`src/rtl/tt_io_pkg.sv`:
```
// Shared definitions for the Tiny Tapeout I/O front end: channel FSM
// encoding, default constants and the fixed pin positions of clk/rst_n.
package tt_io_pkg;

   // Per-channel debounce FSM: stable low, arming toward high, stable high,
   // arming toward low.
   typedef enum logic [1:0] {
      S_LO     = 2'd0,
      S_ARM_HI = 2'd1,
      S_HI     = 2'd2,
      S_ARM_LO = 2'd3
   } state_t;

   localparam int CHANNELS_DEF        = 6;
   localparam int DEBOUNCE_CYCLES_DEF = 8;
   localparam int CNT_W_DEF           = 8;
   localparam int EVT_W_DEF           = 4;

   // io_in bit positions consumed by the clock and reset at the top level.
   localparam int CLK_PIN  = 0;
   localparam int RSTN_PIN = 1;

endpackage

```
`src/rtl/debounce_channel.sv`:
```
// One input channel: two-flop synchroniser, debounce FSM with a
// stability counter, registered clean level and one-cycle rise/fall pulses.
module debounce_channel
   import tt_io_pkg::*;
#(
   parameter int DEBOUNCE_CYCLES = DEBOUNCE_CYCLES_DEF,
   parameter int CNT_W           = CNT_W_DEF
) (
   input  logic clk,
   input  logic rst_n,
   input  logic raw,
   input  logic enable,
   output logic clean,
   output logic rise,
   output logic fall
);

   // Acceptance happens when the counter already holds DEBOUNCE_CYCLES-1
   // and the synchronised level is still the candidate one.
   localparam logic [CNT_W-1:0] CNT_LAST = CNT_W'(DEBOUNCE_CYCLES - 1);
   localparam logic [CNT_W-1:0] CNT_ONE  = CNT_W'(1);

   logic             sync1_reg;
   logic             sync2_reg;
   state_t           state_reg;
   state_t           state_next;
   logic [CNT_W-1:0] cnt_reg;
   logic [CNT_W-1:0] cnt_next;
   logic             clean_reg;
   logic             clean_next;
   logic             rise_reg;
   logic             rise_next;
   logic             fall_reg;
   logic             fall_next;
   logic             s;

   assign s = sync2_reg;

   // Synchroniser runs regardless of enable so a level changed while frozen
   // is visible immediately on resume.
   always_ff @(posedge clk or negedge rst_n) begin
      if (!rst_n) begin
         sync1_reg <= 1'b0;
         sync2_reg <= 1'b0;
      end else begin
         sync1_reg <= raw;
         sync2_reg <= sync1_reg;
      end
   end

   // State, counter and registered outputs.
   always_ff @(posedge clk or negedge rst_n) begin
      if (!rst_n) begin
         state_reg <= S_LO;
         cnt_reg   <= '0;
         clean_reg <= 1'b0;
         rise_reg  <= 1'b0;
         fall_reg  <= 1'b0;
      end else begin
         state_reg <= state_next;
         cnt_reg   <= cnt_next;
         clean_reg <= clean_next;
         rise_reg  <= rise_next;
         fall_reg  <= fall_next;
      end
   end

   // Next-state logic; everything holds while disabled.
   always_comb begin
      state_next = state_reg;
      if (enable) begin
         case (state_reg)
            S_LO: begin
               if (s) state_next = S_ARM_HI;
            end
            S_ARM_HI: begin
               if (!s)                       state_next = S_LO;
               else if (cnt_reg == CNT_LAST) state_next = S_HI;
            end
            S_HI: begin
               if (!s) state_next = S_ARM_LO;
            end
            S_ARM_LO: begin
               if (s)                        state_next = S_HI;
               else if (cnt_reg == CNT_LAST) state_next = S_LO;
            end
            default: state_next = S_LO;
         endcase
      end
   end

   // Counter, clean level and pulse values for the next cycle; pulses are
   // zero unless this cycle accepts a new level.
   always_comb begin
      cnt_next   = cnt_reg;
      clean_next = clean_reg;
      rise_next  = 1'b0;
      fall_next  = 1'b0;
      if (enable) begin
         case (state_reg)
            S_LO: begin
               if (s) cnt_next = CNT_ONE;
            end
            S_ARM_HI: begin
               if (!s) begin
                  cnt_next = '0;
               end else if (cnt_reg == CNT_LAST) begin
                  cnt_next   = '0;
                  clean_next = 1'b1;
                  rise_next  = 1'b1;
               end else begin
                  cnt_next = cnt_reg + CNT_ONE;
               end
            end
            S_HI: begin
               if (!s) cnt_next = CNT_ONE;
            end
            S_ARM_LO: begin
               if (s) begin
                  cnt_next = '0;
               end else if (cnt_reg == CNT_LAST) begin
                  cnt_next   = '0;
                  clean_next = 1'b0;
                  fall_next  = 1'b1;
               end else begin
                  cnt_next = cnt_reg + CNT_ONE;
               end
            end
            default: cnt_next = '0;
         endcase
      end
   end

   assign clean = clean_reg;
   assign rise  = rise_reg;
   assign fall  = fall_reg;

endmodule

```
`src/rtl/input_conditioner.sv`:
```
// Front-end conditioner for the raw io_in pins: one debounce_channel per
// input plus a wrapping count of accepted rising events across channels.
module input_conditioner
   import tt_io_pkg::*;
#(
   parameter int CHANNELS        = CHANNELS_DEF,
   parameter int DEBOUNCE_CYCLES = DEBOUNCE_CYCLES_DEF,
   parameter int CNT_W           = CNT_W_DEF,
   parameter int EVT_W           = EVT_W_DEF
) (
   input  logic                clk,
   input  logic                rst_n,
   input  logic [CHANNELS-1:0] raw_in,
   input  logic                enable,
   output logic [CHANNELS-1:0] clean_out,
   output logic [CHANNELS-1:0] rise_pulse,
   output logic [CHANNELS-1:0] fall_pulse,
   output logic [EVT_W-1:0]    event_count
);

   logic [EVT_W-1:0] event_count_reg;
   logic [EVT_W-1:0] event_count_next;
   logic [EVT_W-1:0] rise_pop;

   generate
      for (genvar gi = 0; gi < CHANNELS; gi++) begin : g_ch
         debounce_channel #(
            .DEBOUNCE_CYCLES (DEBOUNCE_CYCLES),
            .CNT_W           (CNT_W)
         ) u_ch (
            .clk    (clk),
            .rst_n  (rst_n),
            .raw    (raw_in[gi]),
            .enable (enable),
            .clean  (clean_out[gi]),
            .rise   (rise_pulse[gi]),
            .fall   (fall_pulse[gi])
         );
      end
   endgenerate

   // Popcount of this cycle's rise pulses; truncation to EVT_W is harmless
   // because the counter itself wraps modulo 2^EVT_W.
   always_comb begin
      rise_pop = '0;
      for (int i = 0; i < CHANNELS; i++) begin
         rise_pop = rise_pop + EVT_W'(rise_pulse[i]);
      end
      event_count_next = event_count_reg + rise_pop;
   end

   // Aggregate event counter; frozen together with the channels.
   always_ff @(posedge clk or negedge rst_n) begin
      if (!rst_n) begin
         event_count_reg <= '0;
      end else if (enable) begin
         event_count_reg <= event_count_next;
      end
   end

   assign event_count = event_count_reg;

endmodule

```
`config.mk`:
```
export PLATFORM = sky130hd
export DESIGN_NAME = input_conditioner
export DESIGN_NICKNAME = d
export VERILOG_FILES = /design/src/rtl/tt_io_pkg.sv /design/src/rtl/debounce_channel.sv /design/src/rtl/input_conditioner.sv
export SDC_FILE = /design/constraint.sdc
export NUM_CORES = 1
export LEC_CHECK = 0
export BUFFER_PORTS_ARGS = -buffer_cell sky130_fd_sc_hd__buf_2
export CAP_MARGIN = 20
export CORE_ASPECT_RATIO = 0.9
export CORE_MARGIN = 1
export CORE_UTILIZATION = 45
export CTS_CLUSTER_SIZE = 28
export DETAILED_ROUTE_END_ITERATION = 16
export GPL_ROUTABILITY_DRIVEN = 1
export PLACE_DENSITY_LB_ADDON = 0.12
export SYNTH_ARGS = -nofsm -noshare
export SYNTH_HDL_FRONTEND = slang
export SYNTH_SLANG_ARGS = --single-unit
```
`constraint.sdc`:
```
create_clock -name clk -period 3.1 [get_ports clk]
set_input_delay 0.62 -clock clk [delete_from_list [all_inputs] [get_ports clk]]
set_output_delay 0.62 -clock clk [all_outputs]
set_load 0.03 [all_outputs]
```
==> Flow_metrics.wiki <==
{| class="wikitable"
! Metric !! Value
|-
| Number of fill cells || 940
|-
| Dominant cell by count in the synthesized netlist || sky130_fd_sc_hd__dfrtp_1
|-
| Worst rel slew slack || 52.90%
|-
| Largest incremental delay on the critical path || 0.54 ns
|-
| Clock tree root driver cell || sky130_fd_sc_hd__clkbuf_16
|-
| Drt first pass iters || 4
|-
| Critical path depth || 7
|-
| Time the final worst path needs with I/O delays and setup || 2.874 ns
|-
| Min-delay worst type || input port to async pin
|-
| Antenna-violating nets left || 0
|-
| Post-route fraction of the period consumed by the critical path || 92.73%
|-
| Worst path top cell family by delay || adder cells
|-
| Async SR Flop Fraction || 100.0%
|-
| Mean routed wirelength per cell || 15.23 um
|-
| Synthesized cell area || 4766 sq um
|-
| Pins Over Slew Limit || 0
|-
| Antenna violations before repair || 0
|-
| Std-Cell Core Area || 10250 sq um
|-
| Die extent in x || 110.5 um
|-
| Longest Clk Path Bufs || 2
|-
| Antenna diode instance count || 0
|-
| Static leakage power || 0.002381 uW
|-
| Via count || 3465
|-
| Number of warnings issued by yosys || 0
|-
| RSZ-0062 raised after global routing || false
|-
| Most used cell along the critical path || sky130_fd_sc_hd__fa_1
|-
| Remaining routing DRC violations || 0
|-
| Count of flip-flops with a built-in enable after synthesis || 0
|-
| Setup violations, final || 0
|-
| Overall die height || 99.63 um
|-
| Arrival time at the worst endpoint || 3.11 ns
|-
| Detailed Route Iter0 Violations || 291
|-
| Vias in the first global route || 3298
|-
| Maximum number of pins on one net before global-route repair || 50
|-
| Fraction of the core area covered by cells at the end of the flow || 51.10%
|-
| Cell type of the slowest stage on the worst timing path || sky130_fd_sc_hd__fa_1
|-
| Mean area per synthesized cell || 10.43 sq um
|-
| Final Hold Violating Endpoints || 0
|-
| Critical path type || flop to flop
|-
| Syn Nets || 479
|-
| Share of cells above drive strength 1 || 16.32%
|-
| Mapped Cells || 457
|-
| GR met2 Demand/Resource || 27.09%
|-
| Path depth of the worst reg2reg path || 7
|-
| Unique masters post-synth || 69
|-
| Die area || 11010 sq um
|-
| Layout Cell Area excl Fill || 5236 sq um
|-
| VDD IR-drop max || 551.7 uV
|-
| Startpoint type of the worst setup path || flop
|-
| Required time reported for the critical path endpoint || 3.33 ns
|-
| Most used standard cells in the synthesized netlist || sky130_fd_sc_hd__dfrtp_1 (94), sky130_fd_sc_hd__nand2_1 (49), sky130_fd_sc_hd__nor2_1 (25), sky130_fd_sc_hd__nand3_1 (22), sky130_fd_sc_hd__buf_4 (19)
|-
| Post-CTS Resized || 0
|-
| Busiest layer in global routing || met2
|-
| Number of setup buffers added after CTS || 0
|-
| Pwr Total || 3649 uW
|-
| Per-cell via count in the routed design || 5.708
|-
| Count of buffer and inverter cells on the critical path || 1
|-
| Synth Flop Type || sky130_fd_sc_hd__dfrtp_1
|-
| Congestion Overflow GR || 0
|-
| HPWL after DPL || 6.370 mm
|-
| Maximum achievable frequency || 347.9 MHz
|-
| Transition time of the tightest slew-check pin || 0.6991 ns
|-
| Deepest level of the CTS H-tree || 3
|-
| Cell accounting for the most synthesized area || sky130_fd_sc_hd__dfrtp_1
|-
| Count of hold-fix buffers inserted at cts || 0
|-
| I/O Pins || 31
|-
| Crit Path Max Fanout || 3
|-
| Seq/Total Area, Yosys || 49.36%
|-
| Placed Instance Area || 4935 sq um
|-
| Clock transition at path regs || 0.07 ns
|-
| Worst setup timing slack at the placement stage || 0.2174 ns
|-
| Final Wtd Congestion || 0.7758
|-
| Global-route wire length before repair || 16.05 mm
|-
| Clk_lat worst skew || 0.35 ns
|-
| Count of port buffers added during placement || 30
|-
| Met1 GRT Util || 24.95%
|-
| CTS tree || yes
|-
| Count of clock tree sinks || 94
|-
| TritonCTS buffer count || 9
|-
| Routed Wire Length || 9.245 mm
|-
| Area fraction of the dominant cell type after synthesis || 49.36%
|-
| Effective utilization at floorplan || 46.51%
|-
| Num rows || 35
|-
| Final Worst Setup Slack || 0.2255 ns
|-
| Top cells by area in the synthesized netlist || sky130_fd_sc_hd__dfrtp_1 (49%), sky130_fd_sc_hd__nand2_1 (3.9%), sky130_fd_sc_hd__buf_4 (3.0%), sky130_fd_sc_hd__ha_1 (2.4%), sky130_fd_sc_hd__nand3_1 (2.3%)
|-
| Power density of the placed cells || 696.9 nW/um^2
|-
| Critical path, cell by cell || fa_1 -> inv_1 -> fa_1 -> fa_1 -> fa_1 -> xnor2_1 -> mux2_2
|-
| Nature of the critical path endpoint || flop
|-
| GR Util All Layers || 18.27%
|-
| Status || finished, final reports clean
|-
| Met3 Track Usage GR || 6.033%
|-
| Area added between synthesis and finish || 9.871%
|-
| Flip-flop count of the largest register, all copies and words added || 48
|-
| FF+latch count, synth || 94
|-
| Total negative setup slack || 0 ns
|-
| NumNets Final || 495
|-
| Skew final || 0.006872 ns
|-
| Number of violations of the max-capacitance limit || 0
|}
-- cell type report --
| type | instances | area (sq um) | area share [%] |
|---|---|---|---|
| Multi-Input combinational cell | 317 | 2157 | 41.19 |
| Clock buffer | 12 | 246.5 | 4.707 |
| Tap cell | 129 | 161.4 | 3.082 |
| Inverter | 19 | 71.32 | 1.362 |
| Sequential cell | 94 | 2352 | 44.92 |
| Timing Repair Buffer | 32 | 192.7 | 3.680 |
| Clock inverter | 4 | 55.05 | 1.051 |
-- power breakdown --
part           leakage, uW  internal [uW]  switching (uW)
registers          0.00123           1420             256
logic              0.00101            361             491
clock network     0.000143            652             468
-- metal layers --
layer / part of all wire (%) / vias up / wire [um]
li1: - / 1703 / -
met1: 50 / 1694 / 4650
met2: 43 / 58 / 3982
met3: 5.0 / 10 / 466
met4: 1.6 / 0 / 145
met5: 0 / - / 0
-- kinds of logic after synthesis --
kind of cell | after synthesis | synth area share, %
compound gates | 111 | 17.17
xor+xnor | 12 | 2.205
fa+ha+maj | 13 | 4.043
buf+inv | 46 | 5.382
flops | 94 | 49.36
mux | 15 | 3.361
simple gates | 166 | 18.48
-- placed cells by master, fill, tap and decap left out, types with 3 or more instances in the layout --
cell and instances:
sky130_fd_sc_hd__or4_1 3, sky130_fd_sc_hd__xnor2_1 4, sky130_fd_sc_hd__nand2_1 49, sky130_fd_sc_hd__o211a_1 3, sky130_fd_sc_hd__a21oi_1 18, sky130_fd_sc_hd__dfrtp_1 94, sky130_fd_sc_hd__fa_1 4, sky130_fd_sc_hd__a41oi_1 3
sky130_fd_sc_hd__and2_1 9, sky130_fd_sc_hd__a21o_1 3, sky130_fd_sc_hd__nand4_1 5, sky130_fd_sc_hd__nor3_1 10, sky130_fd_sc_hd__inv_1 18, sky130_fd_sc_hd__and3_1 11, sky130_fd_sc_hd__o311ai_0 4, sky130_fd_sc_hd__o21ai_0 18
sky130_fd_sc_hd__a22o_1 8, sky130_fd_sc_hd__a32o_1 6, sky130_fd_sc_hd__nand3b_1 5, sky130_fd_sc_hd__buf_2 29, sky130_fd_sc_hd__a22oi_1 3, sky130_fd_sc_hd__nor2_1 25, sky130_fd_sc_hd__a21boi_0 3, sky130_fd_sc_hd__nor4_1 3
sky130_fd_sc_hd__o21a_1 3, sky130_fd_sc_hd__a221o_2 3, sky130_fd_sc_hd__a221o_1 4, sky130_fd_sc_hd__mux2i_1 7, sky130_fd_sc_hd__nand3_1 22, sky130_fd_sc_hd__xor2_1 8, sky130_fd_sc_hd__clkbuf_16 9, sky130_fd_sc_hd__ha_1 9
sky130_fd_sc_hd__a31oi_1 14, sky130_fd_sc_hd__mux2_2 8
-- worst reg2reg max path: cells and delay by family, from the launching register on --
kind | cells | cell delay (ns)
XOR/XNOR | 1 | 0.13
adder cells (fa/ha/maj) | 4 | 1.89
buffers and inverters | 1 | 0.06
multiplexers | 1 | 0.26
flip-flops | 1 | 0.42
-- final timing paths --
kind	from	to	slack (ns)
max in group asynchronous	rst_n	g_ch[2].u_ch.cnt_reg[5]	2.15
hold / removal	rst_n	g_ch[4].u_ch.cnt_reg[4]	0.29
hold reg to reg	g_ch[2].u_ch.sync1_reg	g_ch[2].u_ch.s	0.35
setup reg to reg	event_count[0]	event_count[2]	0.23
min in group clk	g_ch[2].u_ch.sync1_reg	g_ch[2].u_ch.s	0.35
setup / recovery	event_count[0]	event_count[2]	0.23
-- through the flow --
step / hold WS, ns / instances
final: 0.2880 / 607
after global routing: 0.3305 / 607
after CTS: 0.3018 / 607
after detailed placement: 0.3347 / 591
after global placement: 0.3317 / 591
after floorplan: 0.3244 / 457
No activity file was read; power rests on OpenSTA's default activity.
